**src/rtl/alu_issue_ctrl_if.sv**
```systemverilog
// alu_issue_ctrl_if: bus between the issue controller and the combinational 64-bit ALU.
// The master drives operands and the control code; the slave (the ALU) returns R and ZERO.
interface alu_issue_ctrl_if #(
    parameter int WIDTH = 64
);
    logic [WIDTH-1:0] alu_a;
    logic [WIDTH-1:0] alu_b;
    logic [3:0]       alu_ctrl;
    logic [WIDTH-1:0] alu_r;
    logic             alu_zero;

    modport master (
        output alu_a,
        output alu_b,
        output alu_ctrl,
        input  alu_r,
        input  alu_zero
    );

    modport slave (
        input  alu_a,
        input  alu_b,
        input  alu_ctrl,
        output alu_r,
        output alu_zero
    );
endinterface

```
**src/rtl/alu_issue_ctrl.sv**
```systemverilog
// alu_issue_ctrl: accepts LEGv8 instructions, decodes them to an ALU control code,
// holds the ALU operands stable for one cycle and returns the registered result,
// zero flag, CBZ branch decision and an illegal-opcode flag on a valid/ready handshake.
module alu_issue_ctrl #(
    parameter int WIDTH = 64,
    parameter int OPW   = 11,
    parameter int CNT_W = 16
) (
    input  logic             clk,
    input  logic             reset,
    input  logic             in_valid,
    output logic             in_ready,
    input  logic [OPW-1:0]   in_opcode,
    input  logic [WIDTH-1:0] in_a,
    input  logic [WIDTH-1:0] in_b,
    alu_issue_ctrl_if.master alu,
    output logic             out_valid,
    input  logic             out_ready,
    output logic [WIDTH-1:0] out_result,
    output logic             out_zero,
    output logic             out_branch,
    output logic             out_illegal,
    output logic [CNT_W-1:0] issue_count
);

    typedef enum logic [1:0] {
        IDLE = 2'd0,
        EXEC = 2'd1,
        DONE = 2'd2
    } state_t;

    localparam logic [CNT_W-1:0] CNT_MAX = {CNT_W{1'b1}};
    localparam logic [CNT_W-1:0] CNT_ONE = {{(CNT_W-1){1'b0}}, 1'b1};

    state_t           r_state;
    state_t           w_nextState;

    logic [WIDTH-1:0] r_aluA;
    logic [WIDTH-1:0] r_aluB;
    logic [3:0]       r_aluCtrl;
    logic             r_cbz;
    logic [WIDTH-1:0] r_outResult;
    logic             r_outZero;
    logic             r_outBranch;
    logic             r_outIllegal;
    logic [CNT_W-1:0] r_issueCount;

    logic             w_legal;
    logic             w_isCbz;
    logic [3:0]       w_code;

    // Opcode decode: map each recognised LEGv8 opcode to its ALU control code; CBZ passes B through.
    always_comb begin
        w_legal = 1'b1;
        w_isCbz = 1'b0;
        w_code  = 4'b0000;
        casez (in_opcode)
            11'b10001011000: w_code = 4'b0010;
            11'b11001011000: w_code = 4'b0110;
            11'b10001010000: w_code = 4'b0000;
            11'b10101010000: w_code = 4'b0001;
            11'b11111000010: w_code = 4'b0010;
            11'b11111000000: w_code = 4'b0010;
            11'b10110100???: begin
                w_code  = 4'b0111;
                w_isCbz = 1'b1;
            end
            default: w_legal = 1'b0;
        endcase
    end

    // State register; reset returns to IDLE from any state, dropping an in-flight op.
    always_ff @(posedge clk) begin
        if (reset) begin
            r_state <= IDLE;
        end else begin
            r_state <= w_nextState;
        end
    end

    // Next state: legal ops spend one cycle in EXEC, illegal ops go straight to DONE.
    always_comb begin
        w_nextState = r_state;
        case (r_state)
            IDLE: begin
                if (in_valid) begin
                    w_nextState = w_legal ? EXEC : DONE;
                end
            end
            EXEC:    w_nextState = DONE;
            DONE: begin
                if (out_ready) begin
                    w_nextState = IDLE;
                end
            end
            default: w_nextState = IDLE;
        endcase
    end

    // Handshake outputs follow directly from the current state.
    always_comb begin
        in_ready  = (r_state == IDLE);
        out_valid = (r_state == DONE);
    end

    // Datapath registers: latch operands on accept, capture the ALU result at the end of EXEC.
    always_ff @(posedge clk) begin
        if (reset) begin
            r_aluA       <= '0;
            r_aluB       <= '0;
            r_aluCtrl    <= 4'b0000;
            r_cbz        <= 1'b0;
            r_outResult  <= '0;
            r_outZero    <= 1'b0;
            r_outBranch  <= 1'b0;
            r_outIllegal <= 1'b0;
            r_issueCount <= '0;
        end else begin
            case (r_state)
                IDLE: begin
                    if (in_valid) begin
                        if (w_legal) begin
                            r_aluA    <= in_a;
                            r_aluB    <= in_b;
                            r_aluCtrl <= w_code;
                            r_cbz     <= w_isCbz;
                        end else begin
                            r_outResult  <= '0;
                            r_outZero    <= 1'b0;
                            r_outBranch  <= 1'b0;
                            r_outIllegal <= 1'b1;
                        end
                    end
                end
                EXEC: begin
                    r_outResult  <= alu.alu_r;
                    r_outZero    <= alu.alu_zero;
                    r_outBranch  <= r_cbz & alu.alu_zero;
                    r_outIllegal <= 1'b0;
                    if (r_issueCount != CNT_MAX) begin
                        r_issueCount <= r_issueCount + CNT_ONE;
                    end
                end
                default: begin
                end
            endcase
        end
    end

    assign alu.alu_a    = r_aluA;
    assign alu.alu_b    = r_aluB;
    assign alu.alu_ctrl = r_aluCtrl;
    assign out_result   = r_outResult;
    assign out_zero     = r_outZero;
    assign out_branch   = r_outBranch;
    assign out_illegal  = r_outIllegal;
    assign issue_count  = r_issueCount;

endmodule

```
**src/flat_wrapper.sv**
```systemverilog
// flat-port wrapper written by rule: the top's interface ports become plain ports
module alu_issue_ctrl_flat 
#(
    parameter int WIDTH = 64,
    parameter int OPW   = 11,
    parameter int CNT_W = 16
)
  (clk, reset, in_valid, in_ready, in_opcode, in_a, in_b, out_valid, out_ready, out_result, out_zero, out_branch, out_illegal, issue_count, alu_alu_a, alu_alu_b, alu_alu_ctrl, alu_alu_r, alu_alu_zero);
  alu_issue_ctrl_if #(.WIDTH(WIDTH)) alu_i ();
  input  logic clk;
  input  logic reset;
  input  logic in_valid;
  output logic in_ready;
  input  logic [OPW-1:0] in_opcode;
  input  logic [WIDTH-1:0] in_a;
  input  logic [WIDTH-1:0] in_b;
  output logic out_valid;
  input  logic out_ready;
  output logic [WIDTH-1:0] out_result;
  output logic out_zero;
  output logic out_branch;
  output logic out_illegal;
  output logic [CNT_W-1:0] issue_count;
  output wire logic [$bits(alu_i.alu_a)-1:0] alu_alu_a;
  output wire logic [$bits(alu_i.alu_b)-1:0] alu_alu_b;
  output wire logic [$bits(alu_i.alu_ctrl)-1:0] alu_alu_ctrl;
  input wire logic [$bits(alu_i.alu_r)-1:0] alu_alu_r;
  input wire logic [$bits(alu_i.alu_zero)-1:0] alu_alu_zero;
  assign alu_alu_a = alu_i.alu_a;
  assign alu_alu_b = alu_i.alu_b;
  assign alu_alu_ctrl = alu_i.alu_ctrl;
  assign alu_i.alu_r = alu_alu_r;
  assign alu_i.alu_zero = alu_alu_zero;
  alu_issue_ctrl #(.WIDTH(WIDTH), .OPW(OPW), .CNT_W(CNT_W)) u_core (.clk(clk), .reset(reset), .in_valid(in_valid), .in_ready(in_ready), .in_opcode(in_opcode), .in_a(in_a), .in_b(in_b), .alu(alu_i), .out_valid(out_valid), .out_ready(out_ready), .out_result(out_result), .out_zero(out_zero), .out_branch(out_branch), .out_illegal(out_illegal), .issue_count(issue_count));
endmodule
```
**config.mk**
```make
export PLATFORM = sky130hd
export DESIGN_NAME = alu_issue_ctrl_flat
export DESIGN_NICKNAME = d
export VERILOG_FILES = /design/src/rtl/alu_issue_ctrl_if.sv /design/src/rtl/alu_issue_ctrl.sv /design/src/flat_wrapper.sv
export SDC_FILE = /design/constraint.sdc
export NUM_CORES = 1
export LEC_CHECK = 0
export CAP_MARGIN = 20
export CELL_PAD_IN_SITES_DETAIL_PLACEMENT = 0
export CELL_PAD_IN_SITES_GLOBAL_PLACEMENT = 1
export CORE_MARGIN = 2
export CORE_UTILIZATION = 28
export DETAILED_ROUTE_END_ITERATION = 12
export GPL_ROUTABILITY_DRIVEN = 0
export PLACE_DENSITY = 0.76
export SYNTH_ARGS = -nofsm -noshare
export SYNTH_HDL_FRONTEND = slang
export SYNTH_SLANG_ARGS = --single-unit
```
**constraint.sdc**
```tcl
create_clock -name clk -period 1.8 [get_ports clk]
set_clock_uncertainty 0.05 [all_clocks]
set_input_delay 0.36 -clock clk [delete_from_list [all_inputs] [get_ports clk]]
set_output_delay 0.36 -clock clk [all_outputs]
set_load 0.01 [all_outputs]
```
==> impl_metrics.json, run 1 <==
{
  "grt_max_degree": 76,
  "avgSynthCellArea_sq_um": 9.03,
  "drc_errors": 0,
  "layoutNonFillerInstCount": 1964,
  "cts_buffers": 27,
  "postRouteWirelength_um": 38800,
  "cts_root_buf": "clkbuf_16",
  "async_flop_share_pct": 0,
  "synth_enable_flop_cells": 0,
  "viasPerCell": 5.39,
  "port_buffers": 423,
  "multi_input_area_sq_um": 4540,
  "max_freq_mhz": 573,
  "firstDrtPassIters": 5,
  "synth_mux_area_share_pct": 0.116,
  "route.met3.wl_um": 2480,
  "finalSetupViolations": 0,
  "layout_commonest_cell": "dlygate4sd2_1",
  "switching_share_pct": 23.5,
  "intPower_uw": 8930,
  "cts.sinks": 217,
  "drtAntennaViolNets": 0,
  "hpwl_um": 26500,
  "combPwrFrac_pct": 10.4,
  "grt_usage_pct": 20.4,
  "route.met2.wl_um": 18800,
  "leakage_uw": 0.00624,
  "drive_gt1_share_pct": 13.5,
  "initial_core_util_pct": 28.2,
  "die_area_sq_um": 36000,
  "fillers": 3341,
  "hold_class": "input port to register",
  "post-route-period-util_pct": 97.0,
  "synth_fa_ha_area_share_pct": 0.129,
  "finalCriticalPeriod_ps": 1750,
  "most-common-layout-cells": "dlygate4sd2_1 (223), dfxtp_1 (212), clkdlybuf4s50_1 (195)",
  "synth_flop_cell": "dfxtp_1",
  "drv_slew": 0,
  "seqPwrFrac_pct": 41.3,
  "worstPathArrival_ps": 2100,
  "grt_pass1_wl_um": 59700,
  "clock_path_buffers": 3,
  "seq_area_sq_um": 4350,
  "yosysWarningCount": 0,
  "tightestPinTransition_ps": 634,
  "hold_viol": 0,
  "coreArea_sq_um": 34300,
  "grt_overflow": 0,
  "area_delta_synth_final_pct": 65.0,
  "ir_worst_vdd_mv": 0.578,
  "syn_area_sq_um": 9670,
  "dr.max_layer_used": "met4",
  "synth_fp_nets": 1280,
  "synthXorXnorAreaFrac_pct": 1.18,
  "cp_max_fo": 6,
  "power.density_nw_per_um2": 732,
  "cts_tree": "yes",
  "fin_nets": 1696,
  "fp.dieH_um": 190,
  "antenna_found_initial": 3,
  "synthSimpleGateAreaFrac_pct": 13.1,
  "status": "finished clean",
  "num_vias": 10600,
  "ys_seq_area_share_pct": 44.9,
  "synth_top_family_by_area": "compound AO/OA/AOI/OAI gates",
  "placed_cells": 1890,
  "rows": 68,
  "syn-instance-count": 1071,
  "wl_met1_um": 16300,
  "synth_compound_area_share_pct": 30.3,
  "drt_iter0_markers": 646,
  "relSlewSlack_pct": 57.7,
  "grt_pass1_vias": 10500,
  "endpoint_kind": "register",
  "drv_cap": 0,
  "worst_hold_slack_ps": 163,
  "synth_cell_types": 49,
  "cp-start-kind": "input port",
  "clock_power_share_pct": 48.3,
  "finalPower_uw": 11700,
  "required_ps": 2150,
  "netSwitchingPower_uw": 2740,
  "clk_latency_ps": 520,
  "ios": 425,
  "synth_seq_cells": 217,
  "critPathKind": "input port to register",
  "die_w_um": 190,
  "clkTransAtPathRegs_ps": 60,
  "wire_per_inst_um": 19.8,
  "postCtsHoldBufs": 0,
  "h-tree-depth": 1
}
==> Yosys cell counts (all sizes together), types with 2 or more instances <==
cell / count / area (sq um)
dfxtp: 217 / 4340
nor4: 5 / 31.3
and2: 2 / 12.5
o31ai: 128 / 961
nor4b: 3 / 47.5
and3: 2 / 12.5
nor2b: 3 / 18.8
a311oi: 3 / 26.3
buf: 55 / 367
or3: 3 / 18.8
nor2: 19 / 71.3
a32oi: 65 / 569
nand3: 5 / 25.0
and4bb: 3 / 37.5
nor3b: 3 / 22.5
a31oi: 4 / 25.0
o211a: 2 / 20.0
inv: 69 / 259
a21oi: 134 / 674
o211ai: 3 / 27.5
o21ai: 6 / 30.0
clkbuf: 94 / 353
xnor2: 13 / 114
nor3: 8 / 45.0
o41ai: 65 / 569
nand4: 133 / 832
nand2: 11 / 41.3
==> path summary, 6_finish.rpt <==
| path | cells past startpoint | slack, ps | from | end |
|---|---|---|---|---|
| max reg2reg | 5 | 100 | u_core.r_state[0] | u_core.issue_count[11] |
| max | 9 | 50 | in_opcode[1] | u_core.alu.alu_b[48] |
| min reg2reg | 2 | 410 | u_core.alu.alu_a[38] | u_core.alu.alu_a[38] |
| min | 2 | 160 | reset | u_core.out_result[53] |
==> state kept, by name (all words and copies together), names as in the netlist <==
register and count:
u_core.alu.alu_a 64, u_core.out_illegal 1, u_core.out_branch 1, u_core.r_state 2
u_core.alu.alu_b 64, u_core.out_result 64, u_core.issue_count 16, u_core.alu.alu_ctrl 3
u_core.r_cbz 1, u_core.out_zero 1
==> area by class of cell <==
class	instances	area share (%)
diodes	3	0.0471
well taps	455	3.57
clock buffers	39	5.02
multi-input cells	635	28.5
repair buffers	536	33.2
inverters	70	1.65
clock inverters	9	0.816
flip-flops and latches	217	27.3
==> kinds of logic after synthesis <==
group                    count (synthesis)
AO/OA/AOI/OAI                          413
XOR/XNOR                                13
multiplexers                             1
buffers and inverters                  219
adder cells (fa/ha/maj)                  1
flip-flops                             217
other                                    1
AND/OR/NAND/NOR                        206
==> worst max-delay path, stage by stage <==
cell and delay, ps:
dlygate4sd2_1 260, nor4b_4 310, nand2_2 110, buf_4 140
o211a_4 280, buf_4 160, buf_4 140, o31ai_1 240
a21oi_1 100
==> per-stage QoR <==
| stage | util [%] | setup slack (ps) | instance area, sq um | setup TNS, ps |
|---|---|---|---|---|
| after floorplan | - | -10.8 | 9690 | -979 |
| after global placement | 43.4 | -723 | 14900 | -134840 |
| after detailed placement | 43.4 | -779 | 14900 | -140130 |
| after CTS | 46.2 | -3.23 | 15800 | -3.23 |
| after global routing | 46.5 | -3.69 | 16000 | -7.20 |
| final | 46.5 | 54.5 | 16000 | 0 |
==> power by group through the flow <==
stage / registers, uW / logic (uW) / clock network, uW
global placement: 4920 / 1180 / 0
global route: 4810 / 1290 / 6010
CTS: 4820 / 1210 / 5800
floorplan: 4920 / 404 / 0
finish: 4820 / 1220 / 5640
detailed placement: 4920 / 1170 / 0
==> metal layers <==
layer,track usage [%],up-vias
met3,4.00,72
met1,25.9,5116
met5,0,-
met2,34.8,344
li1,-,5062
met4,6.71,0
==> timing repair <==
action                     4_1_cts  5_1_grt
cloned                           3        1
setup endpoints to repair      413      113
resized for setup              246       23
buffers inserted                15        4
pin swaps                        9        6
Note: power is estimated with default switching activity, not from simulation.
==> inputs of run 2 (changes only) <==
--- a/config.mk
+++ b/config.mk
@@ -5,14 +5,15 @@
 export SDC_FILE = /design/constraint.sdc
 export NUM_CORES = 1
 export LEC_CHECK = 0
+export ABC_AREA = 1
 export CAP_MARGIN = 20
 export CELL_PAD_IN_SITES_DETAIL_PLACEMENT = 0
 export CELL_PAD_IN_SITES_GLOBAL_PLACEMENT = 1
 export CORE_MARGIN = 2
-export CORE_UTILIZATION = 28
+export CORE_UTILIZATION = 25
 export DETAILED_ROUTE_END_ITERATION = 12
 export GPL_ROUTABILITY_DRIVEN = 0
-export PLACE_DENSITY = 0.76
+export PLACE_DENSITY = 0.75
 export SYNTH_ARGS = -nofsm -noshare
 export SYNTH_HDL_FRONTEND = slang
 export SYNTH_SLANG_ARGS = --single-unit
==> run 2 against run 1 <==
  * Count of clock-buffer cells in the layout increased by 1
  * Sequential share of layout area increased by 2.6 points
  * Total power is 4.4% lower
  * Critical path type unchanged
  * First-iteration DRC count fell by 45%
  * Routed wire length down 20%
  * Global-route usage is 4.8 points lower
  * Hold slack better by 21 ps
  * Largest cell class unchanged
  * Maximum frequency shrank 0.34%
  * Synthesized cell count rose by 23%
==> impl_metrics.json, run 2 <==
{
  "drv_slew": 0,
  "port_buffers": 423,
  "leakage_uw": 0.00752,
  "viasPerCell": 4.10,
  "post-route-period-util_pct": 97.3,
  "worstHoldStart": "reset",
  "coreArea_sq_um": 35300,
  "drv_cap": 0,
  "ios": 425,
  "required_ps": 2180,
  "cp_max_fo": 26,
  "wl_met1_um": 12900,
  "drtAntennaViolNets": 0,
  "route.met2.wl_um": 14500,
  "num_vias": 9114,
  "postRouteWirelength_um": 31000,
  "hold_viol": 0,
  "slowest_stage": "clkdlybuf4s50_1",
  "drt_iter0_markers": 353,
  "critPathBufInv": 3,
  "rr_startpoint": "u_core.issue_count[0]",
  "hold_class": "input port to register",
  "synth_top_cell_by_area": "dfxtp_1",
  "layout_commonest_cell": "nand2_1",
  "grt_pass1_wl_um": 46800,
  "ys_seq_area_share_pct": 48.8,
  "synth_cell_types": 25,
  "syn-instance-count": 1315,
  "drive_gt1_share_pct": 7.00,
  "endpoint_kind": "register",
  "fin_nets": 1949,
  "synth_common_cells": "nand2_1 (370), nor2_1 (286), dfxtp_1 (217)",
  "intPower_uw": 8740,
  "initial_core_util_pct": 25.2,
  "syn_area_sq_um": 8910,
  "firstDrtPassIters": 4,
  "max_freq_mhz": 571,
  "finalSetupViolations": 0,
  "critPathMaxStageDelay_ps": 470,
  "fillers": 3723,
  "grt_overflow": 0,
  "yosysWarningCount": 0,
  "placed_cells": 2162,
  "h-tree-depth": 1,
  "crit_chain": "clkdlybuf4s50_1 -> inv_2 -> nand2_1 -> nor2_1 -> nand2_1 -> nand2_1 -> nand2_2 -> nand3_4 -> nand2_8 -> buf_4 -> nand2_1 -> nand2_1 -> nor2_1",
  "rsz0062_at_grt": "true",
  "synth_seq_cells": 217,
  "grt_max_degree": 76,
  "clock_path_buffers": 3,
  "cts_root_buf": "clkbuf_16",
  "clkTransAtPathRegs_ps": 60,
  "netSwitchingPower_uw": 2420,
  "grt_usage_pct": 15.7,
  "synth_fp_nets": 1524,
  "seqPwrFrac_pct": 43.2,
  "status": "finished clean",
  "rows": 69,
  "synth.most_common_cell": "nand2_1",
  "die_w_um": 193,
  "finalCriticalPeriod_ps": 1750,
  "most-common-layout-cells": "nand2_1 (368), nor2_1 (282), dlygate4sd2_1 (215)",
  "netlist.area_leader.share_pct": 48.8,
  "power.density_nw_per_um2": 767,
  "clock_power_share_pct": 50.0,
  "synth_flop_cell": "dfxtp_1",
  "cp-start-kind": "input port",
  "path_delay_family": "simple AND/OR/NAND/NOR gates",
  "seq_area_sq_um": 4360,
  "async_flop_share_pct": 0,
  "clk_latency_ps": 540,
  "cts.sinks": 217,
  "area_delta_synth_final_pct": 63.5,
  "die_area_sq_um": 37200,
  "wire_per_inst_um": 13.9,
  "switching_share_pct": 21.7,
  "synth_enable_flop_cells": 0,
  "dr.max_layer_used": "met4",
  "avgSynthCellArea_sq_um": 6.77,
  "setup.worst_path.start": "in_opcode[2]",
  "fin_tns_setup_ps": 0,
  "yosys-top-cells-area": "dfxtp_1 (49%), nand2_1 (16%), nor2_1 (12%)",
  "route.met3.wl_um": 2450,
  "combPwrFrac_pct": 6.8,
  "multi_input_area_sq_um": 3610,
  "hpwl_um": 21800,
  "fp.dieH_um": 193,
  "cts_buffers": 28,
  "worstPathArrival_ps": 2130,
  "layoutNonFillerInstCount": 2224,
  "grt_pass1_vias": 8768,
  "postCtsHoldBufs": 0,
  "cts_tree": "yes",
  "antenna_found_initial": 4,
  "crit_top_cell": "nand2_1",
  "drc_errors": 0,
  "critPathKind": "input port to register",
  "ir_worst_vdd_mv": 0.609
}
==> run 2: cell types whose count changed in the layout (fill, tap and decap cells not counted), sizes merged, moves of 84 or more <==
cell   previous run  this run
o31ai           128         0
nand2            11       374
inv              71       162
nor2             19       289
nand3             5        89
nand4           133         4
==> run 2: layout make-up <==
cell class / count / area share (%)
clock inverter: 8 / 0.902
antenna: 5 / 0.0859
timing repair buffer: 469 / 30.7
clock buffer: 40 / 5.40
inverter: 163 / 4.24
multi-input combinational: 861 / 24.8
tap: 461 / 3.96
sequential: 217 / 29.9
==> run 2: per-layer routing <==
metal | vias up | GRT usage, %
li1 | 4794 | -
met1 | 3996 | 18.7
met2 | 262 | 26.5
met3 | 62 | 4.31
met4 | 0 | 6.22
met5 | - | 0
==> run 2: timing repair <==
action                     4_1_cts  5_1_grt
cloned                           0        2
pin swaps                        0        5
setup buffers                    2        5
setup endpoints to repair      217      125
resized for setup              225       19
==> run 2: cells by family (layout without fill, tap and decap cells) <==
logic type | Yosys count | in the layout | share of synthesized area (%)
compound gates | 87 | 87 | 4.89
other cells | 1 | 6 | 0.0421
simple gates | 763 | 764 | 34.0
flops | 217 | 217 | 48.8
fa+ha+maj | 1 | 1 | 0.140
xor+xnor | 8 | 8 | 0.787
buf+inv | 238 | 680 | 11.4
==> run 2: tightest hold or removal path: stages <==
cell	delay (ps)
buf_2	130
inv_4	110
nand2_1	90
a21oi_1	30
==> run 2: worst paths after layout <==
check                           end  slack (ps)  depth (start not counted)
max            u_core.alu.alu_b[52]          50                         13
min           u_core.issue_count[6]         180                          4
max reg2reg  u_core.issue_count[10]         170                         10
min reg2reg   u_core.issue_count[4]         400                          1
==> run 2: power by group through the flow <==
stage / combinational (uW) / sequential (uW) / clock [uW]
6_report: 759 / 4830 / 5580
5_1_grt: 812 / 4830 / 5950
4_1_cts: 766 / 4830 / 5780
3_5_place_dp: 771 / 4930 / 0
3_3_place_gp: 772 / 4930 / 0
2_1_floorplan: 163 / 4940 / 0
==> run 2: metrics by stage <==
stage | worst slack [ps] | total power (uW) | area (sq um) | util [%] | hold WS [ps]
CTS | 15.7 | 11400 | 14400 | 40.8 | 165
floorplan | 151 | 5100 | 8910 | - | 412
finish | 48.6 | 11200 | 14600 | 41.2 | 184
global route | -55.8 | 11600 | 14600 | 41.2 | 186
detailed placement | -513 | 5700 | 13700 | 38.9 | 417
global placement | -487 | 5700 | 13700 | 38.9 | 403
==> variant 1, RTL diff (config.mk and constraints of run 2) <==
`OPW` is set to 11 in 2 places; all go to 22.
--- a/src/rtl/alu_issue_ctrl.sv
+++ b/src/rtl/alu_issue_ctrl.sv
@@ -5,3 +5,3 @@
     parameter int WIDTH = 64,
-    parameter int OPW   = 11,
+    parameter int OPW   = 22,
     parameter int CNT_W = 16
--- a/src/flat_wrapper.sv
+++ b/src/flat_wrapper.sv
@@ -4,3 +4,3 @@
     parameter int WIDTH = 64,
-    parameter int OPW   = 11,
+    parameter int OPW   = 22,
     parameter int CNT_W = 16
Ports: changed (resized in_opcode); port bits go from 425 to 436. No check against the original RTL was run, so the function may have changed too.
==> variant 1 against run 2 <==
  * Final cell count increased by 1.1%
  * Synthesized area about the same
  * Cell area increased by 4.4%
  * Core utilization increased by 1.8 points
  * Via count increased by 2.5%
  * Routed wire length increased by 6.0%
  * Synthesized cell count increased by 0.46%
  * Sequential cell count unchanged
  * Clock power increased by 3.6%
  * First-iteration DRC count increased by 5.9%
  * Die area about the same
  * Power increased by 1.6%
  * Maximum frequency increased by 0.32%
  * Setup slack improved by 0.0056 ns
  * Critical path type unchanged
  * Largest power group unchanged
==> variant 1: results (changes against run 2) <==
- Run status: finished, final reports clean
- Adder-Cell Fraction of Synth Area: 0.140% (about the same)
- Latest clock arrival within the worst-skew pair: 0.53 ns
- CP arrival: 2.15 ns (+0.02 ns)
- Vias/cell: 4.15 (+1.4%)
- Port Buf Inserts: 434 (+2.6%)
- Leak Pwr: 7.95 nW (+5.6%)
- Distinct cells, synth: 28 (+12%)
- Wire per inst: 14.6 um (+4.8%)
- Synth area leaders: dfxtp_1 (49%), nand2_1 (15%), nor2_1 (13%)
- Pre-antenna DRT Iters: 5 (+1)
- Aggregate global-route resource usage: 16.0% (+0.34 points)
- Final #Nets: 1988 (+2.0%)
- Largest net degree at the start of global routing: 73 (-3.9%)
- Syn nets: 1541 (+1.1%)
- Worst path top cell family by delay: simple AND/OR/NAND/NOR gates
- Initial antenna violation count: 1 (-3)
- HP Class: input port to register
- Post-Synth XOR/XNOR Area: 0.295% (-0.49 points)
- Most used DFF post-synth: dfxtp_1
- Reg clk slew, reported paths: 0.06 ns (about the same)
- Root buffer cell: clkbuf_16
- Max FO, Critical Path: 10 (-62%)
- Synth Instances: 1321 (+0.46%)
- Clock buffer depth: 3 (unchanged)
- Synth warn: 0 (unchanged)
- Hpwl dp: 22400 um (+3.0%)
- Initial DRC Count: 374 (+5.9%)
- Dpl cell area: 13900 sq um (+1.1%)
- Antenna Nets Post-Route: 0 (unchanged)
- Post-synth ARST share: 0% (unchanged)
- Number of global-route vias before repair: 8694 (-0.84%)
- Slowest stage cell on the critical path: clkdlybuf4s50_1
- Register area share after synthesis: 48.8% (about the same)
- Fin cells: 2248 (+1.1%)
- Layout cell share with drive strength beyond 1: 8.85% (+1.8 points)
- Post-synthesis mux area share: 0% (unchanged)
- Worst vdd ir: 0.000571 V (-6.3%)
- First-pass GRT wire length: 47400 um (+1.1%)
- Synth Area in Compound Gates: 5.14% (+0.25 points)
- Max stage delay on crit path: 0.41 ns (-0.06 ns)
- Synth cell count leaders: nand2_1 (361), nor2_1 (303), dfxtp_1 (217)
- Num CTS Buffers: 27 (-3.6%)
- H-tree levels: 1 (unchanged)
variant 1: timing repair:
action                                  in CTS  in global routing
gates resized for setup                    239                 63
setup buffers                               12                  4
gates cloned                                 2                  8
hold buffers                                 0                  0
endpoints found under the setup margin     385                216
pin swaps                                    5                 30
variant 1: final timing paths:
check | from | end | slack, ns | cells after the start
worst max register to register | u_core.issue_count[0] | u_core.issue_count[13] | 0.09 | 12
worst min register to register | u_core.issue_count[6] | u_core.issue_count[6] | 0.40 | 2
worst max-delay path | in_opcode[1] | u_core.alu.alu_a[13] | 0.05 | 12
worst min-delay path | reset | u_core.issue_count[10] | 0.23 | 4
variant 1: area by class of cell:
type                       count  area, sq um
inverter                     159          602
clock buffer                  40          815
antenna                        1         2.50
sequential                   217         4350
tap                          461          577
fill                        3652        20100
timing repair buffer         492         5000
multi-input combinational    871         3720
clock inverter                 7          135
variant 1: layer usage:
metal / vias up / global-route usage, % / part of all wire (%)
met5: - / 0 / 0
met4: 0 / 4.43 / 2.3
met3: 54 / 4.24 / 7.2
met2: 230 / 27.6 / 48
met1: 4163 / 19.5 / 42
li1: 4891 / - / -
variant 1: worst reg2reg max path, cell delays in order, from the launching register on:
cell	delay [ns]
dfxtp_2	0.33
ha_2	0.18
inv_1	0.06
nor2_1	0.10
inv_1	0.06
nor2_2	0.14
nand3_2	0.11
nand2_4	0.13
buf_4	0.11
nor2_1	0.04
nand2_1	0.09
nand2_1	0.05
nor3b_1	0.13
variant 1: cells by family (layout without fill, tap and decap cells):
logic type	count (synthesis)	after routing
xor+xnor	3	3
fa+ha+maj	1	1
flops	217	217
buf+inv	233	698
other cells	1	2
simple gates	776	776
compound gates	90	90
variant 1: power by group:
part	internal, mW	switching (mW)	leakage [nW]	total, mW
combinational	0.490	0.258	5.73	0.748
clock	3.67	2.12	0.470	5.78
sequential	4.81	0.00243	1.75	4.81
total	8.96	2.38	7.95	11.3
variant 1: through the flow:
stage                     util, %  setup slack [ns]  power [mW]
after floorplan                 -            0.0688        5.05
after global placement       39.4            -0.591        5.66
after detailed placement     39.4            -0.646        5.66
after CTS                    42.0           -0.0337        11.6
after global routing         43.1           -0.0255        11.8
final                        43.1            0.0542        11.3
==> variant 2, RTL diff (config.mk and constraints of run 2) <==
Without the edit above. The 3 states of `state_t` get a one-hot encoding in 3 bits.
--- a/src/rtl/alu_issue_ctrl.sv
+++ b/src/rtl/alu_issue_ctrl.sv
@@ -25,6 +25,6 @@
 
-    typedef enum logic [1:0] {
-        IDLE = 2'd0,
-        EXEC = 2'd1,
-        DONE = 2'd2
+    typedef enum logic [2:0] {
+        IDLE = 3'b001,
+        EXEC = 3'b010,
+        DONE = 3'b100
     } state_t;
Check against the original RTL: same outputs for any inputs over 4 cycles, from zero or initial values and one cycle with reset high; so few cycles prove little.
==> variant 2 against run 2 <==
  * Routed wire length grew 20%
  * Setup slack lost 0.046 ns
  * Register-to-register slack lost 0.16 ns
  * Cell area grew 11%
  * Synthesized area grew 6.0%
  * Sequential cell count grew 1
  * Non-clock buffer count grew 40
Power is not compared: it rests on default switching activity, and its combinational part moved more than twofold at a synthesized area within 25%.
==> variant 2: results (changes against run 2) <==
- Run status: finished, final reports clean
- Synth cell count leaders: nand2_1 (442), nor2_1 (431), dfxtp_1 (218)
- Most used DFF post-synth: dfxtp_1
- Final #Nets: 2160 (+11%)
- Ant. Diodes: 0 (-5)
- Clock buffer depth: 3 (unchanged)
- Register area share after synthesis: 46.2% (-2.5 points)
- Hpwl dp: 24300 um (+12%)
- Vias/cell: 4.11 (+0.32%)
- H-tree levels: 1 (unchanged)
- Place WS: -0.566 ns (-0.0529 ns)
- Synth warn: 0 (unchanged)
- Syn nets: 1700 (+12%)
- Dpl cell area: 14500 sq um (+5.6%)
- Num CTS Buffers: 27 (-3.6%)
- Distinct cells, synth: 27 (+8.0%)
- Endpoints failing setup: 0 (unchanged)
- HP Class: input port to register
- Slowest stage cell on the critical path: clkdlybuf4s50_1
- Final WL: 37300 um (+20%)
- CP arrival: 2.22 ns (+0.09 ns)
- Max stage delay on crit path: 0.40 ns (-0.07 ns)
- Max FO, Critical Path: 11 (-58%)
- Synth area leaders: dfxtp_1 (46%), nand2_1 (18%), nor2_1 (17%)
- Number of global-route vias before repair: 9242 (+5.4%)
- Initial DRC Count: 339 (-4.0%)
- Initial antenna violation count: 3 (-1)
- Reg clk slew, reported paths: 0.06 ns (about the same)
- First-pass GRT wire length: 50800 um (+8.5%)
- Layout cell share with drive strength beyond 1: 13.0% (+6.0 points)
- Pre-antenna DRT Iters: 6 (+2)
- Leak Pwr: 8.63 nW
- Sw frac: 28.1%
- Aggregate global-route resource usage: 16.3% (+0.67 points)
- Largest net degree at the start of global routing: 53 (-30%)
-- variant 2: cell count changes in the layout (fill, tap and decap cells not counted), sizes merged, moves of 9 or more --
cell	delta
buf	+23
nor2	+143
clkbuf	+17
nand3	-20
a21oi	-64
clkdlybuf4s50	-9
dlymetal6s2s	+9
nand2	+69
inv	+36
-- variant 2: area by class of cell --
| class | count | area (sq um) |
|---|---|---|
| repair inverters | 1 | 7.51 |
| inverters | 199 | 778 |
| repair buffers | 509 | 5200 |
| clock inverters | 8 | 96.3 |
| well taps | 511 | 639 |
| flip-flops and latches | 218 | 4380 |
| fillers | 3869 | 21200 |
| clock buffers | 40 | 805 |
| multi-input cells | 995 | 4310 |
-- variant 2: power groups by stage --
| stage | logic [mW] | registers [mW] | clock network (mW) |
|---|---|---|---|
| CTS | 2.49 | 5.32 | 5.71 |
| global route | 3.28 | 5.40 | 5.94 |
| global placement | 2.66 | 5.42 | 0 |
| floorplan | 1.03 | 5.55 | 0 |
| detailed placement | 2.66 | 5.42 | 0 |
| finish | 2.99 | 5.36 | 5.54 |
-- variant 2: kinds of logic (layout without fill, tap and decap cells) --
group	count (synthesis)	in the layout	share of synthesized area [%]
other	1	1	0.0397
flip-flops	218	218	46.2
AO/OA/AOI/OAI	24	24	1.34
adder cells (fa/ha/maj)	1	1	0.132
buffers and inverters	278	757	11.8
AND/OR/NAND/NOR	962	962	39.9
XOR/XNOR	7	7	0.649
-- variant 2: final timing paths --
kind	endpoint	from	slack (ns)	cells past startpoint
setup / recovery	u_core.alu.alu_a[31]	in_opcode[1]	0.003	14
hold / removal	u_core.alu.alu_ctrl[1]	in_opcode[2]	0.32	8
setup reg to reg	u_core.out_result[60]	u_core.r_state[2]	0.01	11
hold reg to reg	u_core.alu.alu_ctrl[2]	u_core.alu.alu_ctrl[2]	0.41	2
-- variant 2: metrics by stage --
| step | total power, mW | cells |
|---|---|---|
| floorplan | 6.58 | 1491 |
| global placement | 8.08 | 2395 |
| detailed placement | 8.09 | 2395 |
| CTS | 13.5 | 2447 |
| global route | 14.6 | 2481 |
| finish | 13.9 | 2481 |
-- variant 2: critical path, delay by kind of cell --
kind	cells	cell delay (ns)
buffers and inverters	5	0.91
AND/OR/NAND/NOR	9	0.92
-- variant 2: layer usage --
metal / vias to the layer above / track usage, % / part of all wire (%)
li1: 5299 / - / -
met1: 4540 / 19.4 / 41
met2: 304 / 27.2 / 47
met3: 55 / 6.73 / 9.3
met4: 2 / 4.09 / 2.3
met5: - / 0 / 0.035
-- variant 2: timing repair --
action                                  4_1_cts  5_1_grt
endpoints found under the setup margin      254      207
setup buffers                                 3       12
pin swaps                                     2       25
resized for setup                           235      139
cloned                                        1       23
